--- src/rtl/game_pkg.sv ---
// -----------------------------------------------------------------------------
// game_pkg
// Shared constants for the keyboard command path and the square-movement
// logic: raw key byte values, direction encodings and command codes.
// -----------------------------------------------------------------------------
package game_pkg;

   // Raw key bytes as delivered by the UART receiver
   localparam logic [7:0] KEY_ESC      = 8'h1B;
   localparam logic [7:0] KEY_LBRACKET = 8'h5B;  // '[' introduces a CSI sequence
   localparam logic [7:0] KEY_ARR_UP   = 8'h41;  // 'A' in ESC [ A
   localparam logic [7:0] KEY_ARR_DOWN = 8'h42;  // 'B'
   localparam logic [7:0] KEY_ARR_RGHT = 8'h43;  // 'C'
   localparam logic [7:0] KEY_ARR_LEFT = 8'h44;  // 'D'
   localparam logic [7:0] KEY_SPACE    = 8'h20;
   localparam logic [7:0] KEY_W        = 8'h77;
   localparam logic [7:0] KEY_A        = 8'h61;
   localparam logic [7:0] KEY_S        = 8'h73;
   localparam logic [7:0] KEY_D        = 8'h64;

   // Direction encodings held by the movement logic
   localparam logic [1:0] DIR_UP    = 2'd0;
   localparam logic [1:0] DIR_DOWN  = 2'd1;
   localparam logic [1:0] DIR_RIGHT = 2'd2;
   localparam logic [1:0] DIR_LEFT  = 2'd3;

   // Command codes; a direction command's low two bits equal its direction
   localparam logic [2:0] CMD_UP    = {1'b0, DIR_UP};
   localparam logic [2:0] CMD_DOWN  = {1'b0, DIR_DOWN};
   localparam logic [2:0] CMD_RIGHT = {1'b0, DIR_RIGHT};
   localparam logic [2:0] CMD_LEFT  = {1'b0, DIR_LEFT};
   localparam logic [2:0] CMD_STOP  = 3'd4;

   // True for commands that set a direction (everything except stop)
   function automatic logic is_move(input logic [2:0] code);
      return code != CMD_STOP;
   endfunction

endpackage

--- src/rtl/key_cmd_decoder.sv ---
// -----------------------------------------------------------------------------
// key_cmd_decoder
// Turns the byte stream from a UART receiver into movement commands.
// Accepts arrow keys (ESC [ A..D), optional w/a/s/d keys and space (stop).
// Escape sequences whose bytes arrive too far apart are abandoned with o_err.
//
// Ports
//   clk          system clock
//   rst          synchronous active-high reset
//   i_wr         byte-ready level; a byte is taken on its rising edge
//   i_data       received byte, valid while i_wr is high
//   o_dir        held direction (0 up, 1 down, 2 right, 3 left)
//   o_moving     high while o_dir applies, low after a stop command
//   o_cmd_valid  one-cycle pulse per decoded command
//   o_cmd_code   code of the last command (0..3 direction, 4 stop)
//   o_err        one-cycle pulse on malformed or timed-out sequence
//   o_last_byte  last accepted raw byte
// -----------------------------------------------------------------------------
module key_cmd_decoder
   import game_pkg::*;
#(
   parameter int TIMEOUT_CYCLES = 2500000,
   parameter int WASD_EN        = 1
) (
   input  logic       clk,
   input  logic       rst,
   input  logic       i_wr,
   input  logic [7:0] i_data,
   output logic [1:0] o_dir,
   output logic       o_moving,
   output logic       o_cmd_valid,
   output logic [2:0] o_cmd_code,
   output logic       o_err,
   output logic [7:0] o_last_byte
);

   localparam logic [1:0] ST_IDLE = 2'd0;
   localparam logic [1:0] ST_ESC  = 2'd1;
   localparam logic [1:0] ST_CSI  = 2'd2;

   // Guard keeps the counter at least one bit wide for degenerate settings
   localparam int CNT_W = (TIMEOUT_CYCLES < 1) ? 1 : $clog2(TIMEOUT_CYCLES + 1);
   localparam logic [CNT_W-1:0] TIMEOUT_MAX = CNT_W'(TIMEOUT_CYCLES);

   logic [1:0]       r_state;
   logic [CNT_W-1:0] r_cnt;
   logic             r_wr_q;
   logic [1:0]       r_dir;
   logic             r_moving;
   logic             r_cmd_valid;
   logic [2:0]       r_cmd_code;
   logic             r_err;
   logic [7:0]       r_last_byte;

   logic             w_strobe;
   logic             w_timeout;
   logic [1:0]       w_next_state;
   logic             w_fire;
   logic [2:0]       w_code;
   logic             w_err;

   // r_wr_q comes out of reset high so a level already high is not a byte
   assign w_strobe  = i_wr & ~r_wr_q;
   // A byte arriving in the expiry cycle wins over the timeout
   assign w_timeout = (r_state != ST_IDLE) && (r_cnt == TIMEOUT_MAX) && !w_strobe;

   always_comb begin
      // NOTE: every output of this block gets a default first so no latch is inferred.
      w_next_state = r_state;
      w_fire       = 1'b0;
      w_code       = CMD_STOP;
      w_err        = 1'b0;
      if (w_strobe) begin
         case (r_state)
            ST_IDLE: begin
               if (i_data == KEY_ESC) begin
                  w_next_state = ST_ESC;
               end else if (i_data == KEY_SPACE) begin
                  w_fire = 1'b1;
                  w_code = CMD_STOP;
               end else if (WASD_EN != 0) begin
                  case (i_data)
                     KEY_W:   begin w_fire = 1'b1; w_code = CMD_UP;    end
                     KEY_S:   begin w_fire = 1'b1; w_code = CMD_DOWN;  end
                     KEY_D:   begin w_fire = 1'b1; w_code = CMD_RIGHT; end
                     KEY_A:   begin w_fire = 1'b1; w_code = CMD_LEFT;  end
                     default: ;  // unknown keys are ignored silently
                  endcase
               end
            end
            ST_ESC: begin
               if (i_data == KEY_LBRACKET) begin
                  w_next_state = ST_CSI;
               end else if (i_data == KEY_ESC) begin
                  w_next_state = ST_ESC;  // repeated ESC restarts the sequence
               end else begin
                  w_next_state = ST_IDLE;
                  w_err        = 1'b1;
               end
            end
            ST_CSI: begin
               w_next_state = ST_IDLE;
               case (i_data)
                  KEY_ARR_UP:   begin w_fire = 1'b1; w_code = CMD_UP;    end
                  KEY_ARR_DOWN: begin w_fire = 1'b1; w_code = CMD_DOWN;  end
                  KEY_ARR_RGHT: begin w_fire = 1'b1; w_code = CMD_RIGHT; end
                  KEY_ARR_LEFT: begin w_fire = 1'b1; w_code = CMD_LEFT;  end
                  KEY_ESC: begin
                     w_next_state = ST_ESC;
                     w_err        = 1'b1;
                  end
                  default: w_err = 1'b1;
               endcase
            end
            default: w_next_state = ST_IDLE;
         endcase
      end else if (w_timeout) begin
         w_next_state = ST_IDLE;
         w_err        = 1'b1;
      end
   end

   // NOTE: sequential state uses non-blocking assignments so every register samples pre-edge values.
   always_ff @(posedge clk) begin
      if (rst) begin
         r_state <= ST_IDLE;
         r_cnt   <= '0;
         r_wr_q  <= 1'b1;
      end else begin
         r_state <= w_next_state;
         r_wr_q  <= i_wr;
         if (w_strobe || r_state == ST_IDLE) begin
            r_cnt <= '0;
         end else if (r_cnt != TIMEOUT_MAX) begin
            r_cnt <= r_cnt + CNT_W'(1);  // saturates at the limit
         end
      end
   end

   always_ff @(posedge clk) begin
      if (rst) begin
         r_dir       <= DIR_UP;
         r_moving    <= 1'b0;
         r_cmd_valid <= 1'b0;
         r_cmd_code  <= CMD_STOP;
         r_err       <= 1'b0;
         r_last_byte <= 8'h00;
      end else begin
         r_cmd_valid <= w_fire;
         r_err       <= w_err;
         if (w_strobe) begin
            r_last_byte <= i_data;
         end
         if (w_fire) begin
            r_cmd_code <= w_code;
            if (is_move(w_code)) begin
               r_dir    <= w_code[1:0];
               r_moving <= 1'b1;
            end else begin
               r_moving <= 1'b0;  // stop keeps the last direction
            end
         end
      end
   end

   assign o_dir       = r_dir;
   assign o_moving    = r_moving;
   assign o_cmd_valid = r_cmd_valid;
   assign o_cmd_code  = r_cmd_code;
   assign o_err       = r_err;
   assign o_last_byte = r_last_byte;

endmodule
--- config.mk ---
export PLATFORM = sky130hd
export DESIGN_NAME = key_cmd_decoder
export DESIGN_NICKNAME = d
export VERILOG_FILES = /design/src/rtl/game_pkg.sv /design/src/rtl/key_cmd_decoder.sv
export SDC_FILE = /design/constraint.sdc
export NUM_CORES = 1
export LEC_CHECK = 0
export CAP_MARGIN = 25
export CORE_MARGIN = 4
export CORE_UTILIZATION = 25
export DETAILED_ROUTE_END_ITERATION = 10
export GPL_TIMING_DRIVEN = 0
export PLACE_DENSITY = 0.44
export SLEW_MARGIN = 20
export SYNTH_ARGS = -nofsm -noshare
export SYNTH_HDL_FRONTEND = slang
export SYNTH_SLANG_ARGS = --single-unit
--- constraint.sdc ---
create_clock -name clk -period 2.21 [get_ports clk]
set_input_delay 0.442 -clock clk [delete_from_list [all_inputs] [get_ports clk]]
set_output_delay 0.442 -clock clk [all_outputs]
set_load 0.03 [all_outputs]
==> impl_metrics.toml <==
[setup_path]
start_kind = "input pin"
worstRegToRegCells = 8
crit_fanout = 10
max_stage_delay_ps = 420
worstPathArrival_ps = 2310
path_delay_family = "compound AO/OA/AOI/OAI gates"
crit_type = "input pin to flip-flop"
cp-end-kind = "flip-flop"
critPathBufInv = 2
path_depth = 8
cp.required_ps = 2400
cpMaxStageDelayCell = "clkdlybuf4s50_1"
crit_chain = "clkdlybuf4s50_1 -> buf_4 -> nor4b_1 -> o31a_1 -> o211ai_2 -> a21oi_4 -> nand2_2 -> a41o_1"

[clocking]
cts_max_path_buffers = 2
cts_sinks = 41
ctsHoldBuffers = 0
cts_tree = "built"
post_cts_buffers = 0
cts_made_buffers = 5
cts_max_level = 2
cts_root_buf = "clkbuf_8"
clk_latency_ps = 290
clkTransAtPathRegs_ps = 80

[place]
dp.cells = 364
globalplace.congestion = 0.767
dpl.hpwl_mm = 3.50
buffer_ports.inserted = 22

[floorplan]
num_rows = 32
ios = 27
initial_core_util = 0.262
dieArea_um2 = 9730
die_h_um = 98.6
die_x_um = 98.6
coreArea_um2 = 7850

[synthesis]
synth_nets = 257
synth.distinct_cells = 46
synth.most_common_cell = "dfxtp_1"
ys_async_sr_fraction = 0
yosysSeqAreaShare = 0.400
synthCells = 240
synth_edf_count = 0
yosys.area.top_type_share = 0.400
synthesis.area_um2 = 2050
ys_ff_latch = 41
yosysTopAreaCell = "dfxtp_1"
yosys_warnings = 0
synth_common_cells = "dfxtp_1, nor2_1, nand2_1"
synth_top_flop_cell = "dfxtp_1"
ys_top_cells_by_area = "dfxtp_1, nor2_1, nand2_1, xor2_1, xnor2_1"
syn_avg_cell_area_um2 = 8.56

[sta]
period_share = 0.962
finalSetupViolations = 0
tightest_slew_ps = 505
clock.fmax_mhz = 471
clock_skew_ps = 2.61
finalMaxSlewViolations = 0
finalCriticalPeriod_ps = 2130
rsz0062_at_grt = "yes"
finalHoldViolCount = 0
slew_headroom = 0.660

[detailed_routing]
met1Wirelength_mm = 2.24
drtIter0Drc = 49
wl_met2_mm = 2.26
maxUsedRoutingLayer = "met4"
wl_per_cell_um = 12.7
dr_wl_met3_um = 193
ant_nets = 0
viasPerCell = 4.62
vias = 1717
totalWireLength_mm = 4.73
drc_errors = 0
drt_first_pass_iters = 4

[layout]
fin_cells = 372
final_util = 0.318
area_delta_synth_final_pct = 21.6
drive_above_1_share = 0.0963
fin_nets = 286
antenna_cells = 0

[global_route]
grt_pass1_vias = 1685
track_usage = 0.0991
grt_max_degree = 14
grt_pass1_wl_mm = 7.94
overflow = 0
grt_antenna_before_repair = 0

[pwr]
p_sw_frac = 0.245
power_mw = 1.32
peakVddDrop_mv = 0.203
p_clk_frac = 0.366
switchingPower_mw = 0.324
p_int_mw = 1.00
leakage_nw = 0.841
combPwrFrac = 0.071
seqPwrFrac = 0.564
p_per_area_nw_per_um2 = 531

[worst_hold_path]
holdPathStages = 2
min_path_type = "flip-flop to flip-flop"

[flow_run]
maxCapViolCount = 0

[status]
status = "completed"
[through the flow]
| step | hold WS, ps | instance area, um2 | TNS, ps | setup slack (ps) |
|---|---|---|---|---|
| 6_report | 458 | 2500 | 0 | 84.9 |
| 5_1_grt | 481 | 2500 | -6.90 | -6.49 |
| 4_1_cts | 458 | 2490 | 0 | 8.08 |
| 3_5_place_dp | 448 | 2400 | -1530 | -361 |
| 3_3_place_gp | 453 | 2400 | -1480 | -343 |
| 2_1_floorplan | 471 | 2050 | 0 | 384 |
[sequential cells by signal, indices dropped and copies added, names as in the netlist]
name and count:
o_last_byte 8, o_err 1, r_state 2, r_wr_q 1
o_cmd_valid 1, o_dir 2, r_cnt 22, o_cmd_code 3
o_moving 1
[path summary, 6_finish.rpt]
| check | slack, ps | startpoint | to |
|---|---|---|---|
| worst max-delay path | 80 | i_data[1] | o_dir[1] |
| worst min-delay path | 460 | o_last_byte[6] | o_last_byte[6] |
| worst max register to register | 230 | r_cnt[0] | r_state[0] |
| worst min register to register | 460 | o_last_byte[6] | o_last_byte[6] |
[layout by cell type, fill, tap and decap left out, drive strengths merged, types with 9 or more instances in the layout]
cell type | Yosys | final
xor2 | 11 | 11
clkdlybuf4s50 | 0 | 21
nand2 | 29 | 29
dfxtp | 41 | 41
nor3 | 9 | 9
a21oi | 13 | 13
clkbuf | 6 | 11
xnor2 | 10 | 10
nor2 | 30 | 30
nand3 | 13 | 13
[kinds of logic (layout without fill, tap and decap cells)]
logic type,after synthesis,after routing,synth area share
DFF,41,41,0.400
adders and majority gates,6,6,0.0366
AOI/OAI and AO/OA,32,32,0.112
and+or+nand+nor,119,119,0.308
xor gates and xnor gates,21,21,0.0896
buffers and inverters,18,48,0.0390
muxes,3,3,0.0152
[worst reg2reg max path: stages (launching register included)]
cell	delay, ps
dfxtp_1	340
inv_1	90
ha_1	150
and4bb_2	220
nand4_1	140
nor3_4	360
nor2_1	80
o22a_1	230
a32o_1	260
[layer usage]
| metal | vias to the layer above | GRT usage |
|---|---|---|
| met5 | - | 0 |
| met4 | 0 | 0.0231 |
| met3 | 4 | 0.0290 |
| met2 | 32 | 0.172 |
| met1 | 790 | 0.121 |
| li1 | 891 | - |
[final cells by class]
class / count / area, um2
plain buffers: 11 / 53.8
clock buffers: 5 / 68.8
clock inverters: 3 / 17.5
fillers: 854 / 5350
inverters: 7 / 26.3
multi-input cells: 181 / 1160
flip-flops and latches: 41 / 821
well taps: 102 / 128
repair buffers: 22 / 219
[power groups by stage]
stage | clock [mW] | combinational [mW] | sequential (mW)
finish | 0.484 | 0.0935 | 0.747
global route | 0.545 | 0.102 | 0.748
CTS | 0.513 | 0.0939 | 0.747
detailed placement | 0 | 0.0942 | 0.764
global placement | 0 | 0.0940 | 0.765
floorplan | 0 | 0.0454 | 0.774
[repair_timing]
action | in CTS | in global routing
gates resized for setup | 1 | 2
endpoints found under the setup margin | 2 | 3
pin swaps | 0 | 2
(Power assumes the default switching activity.)
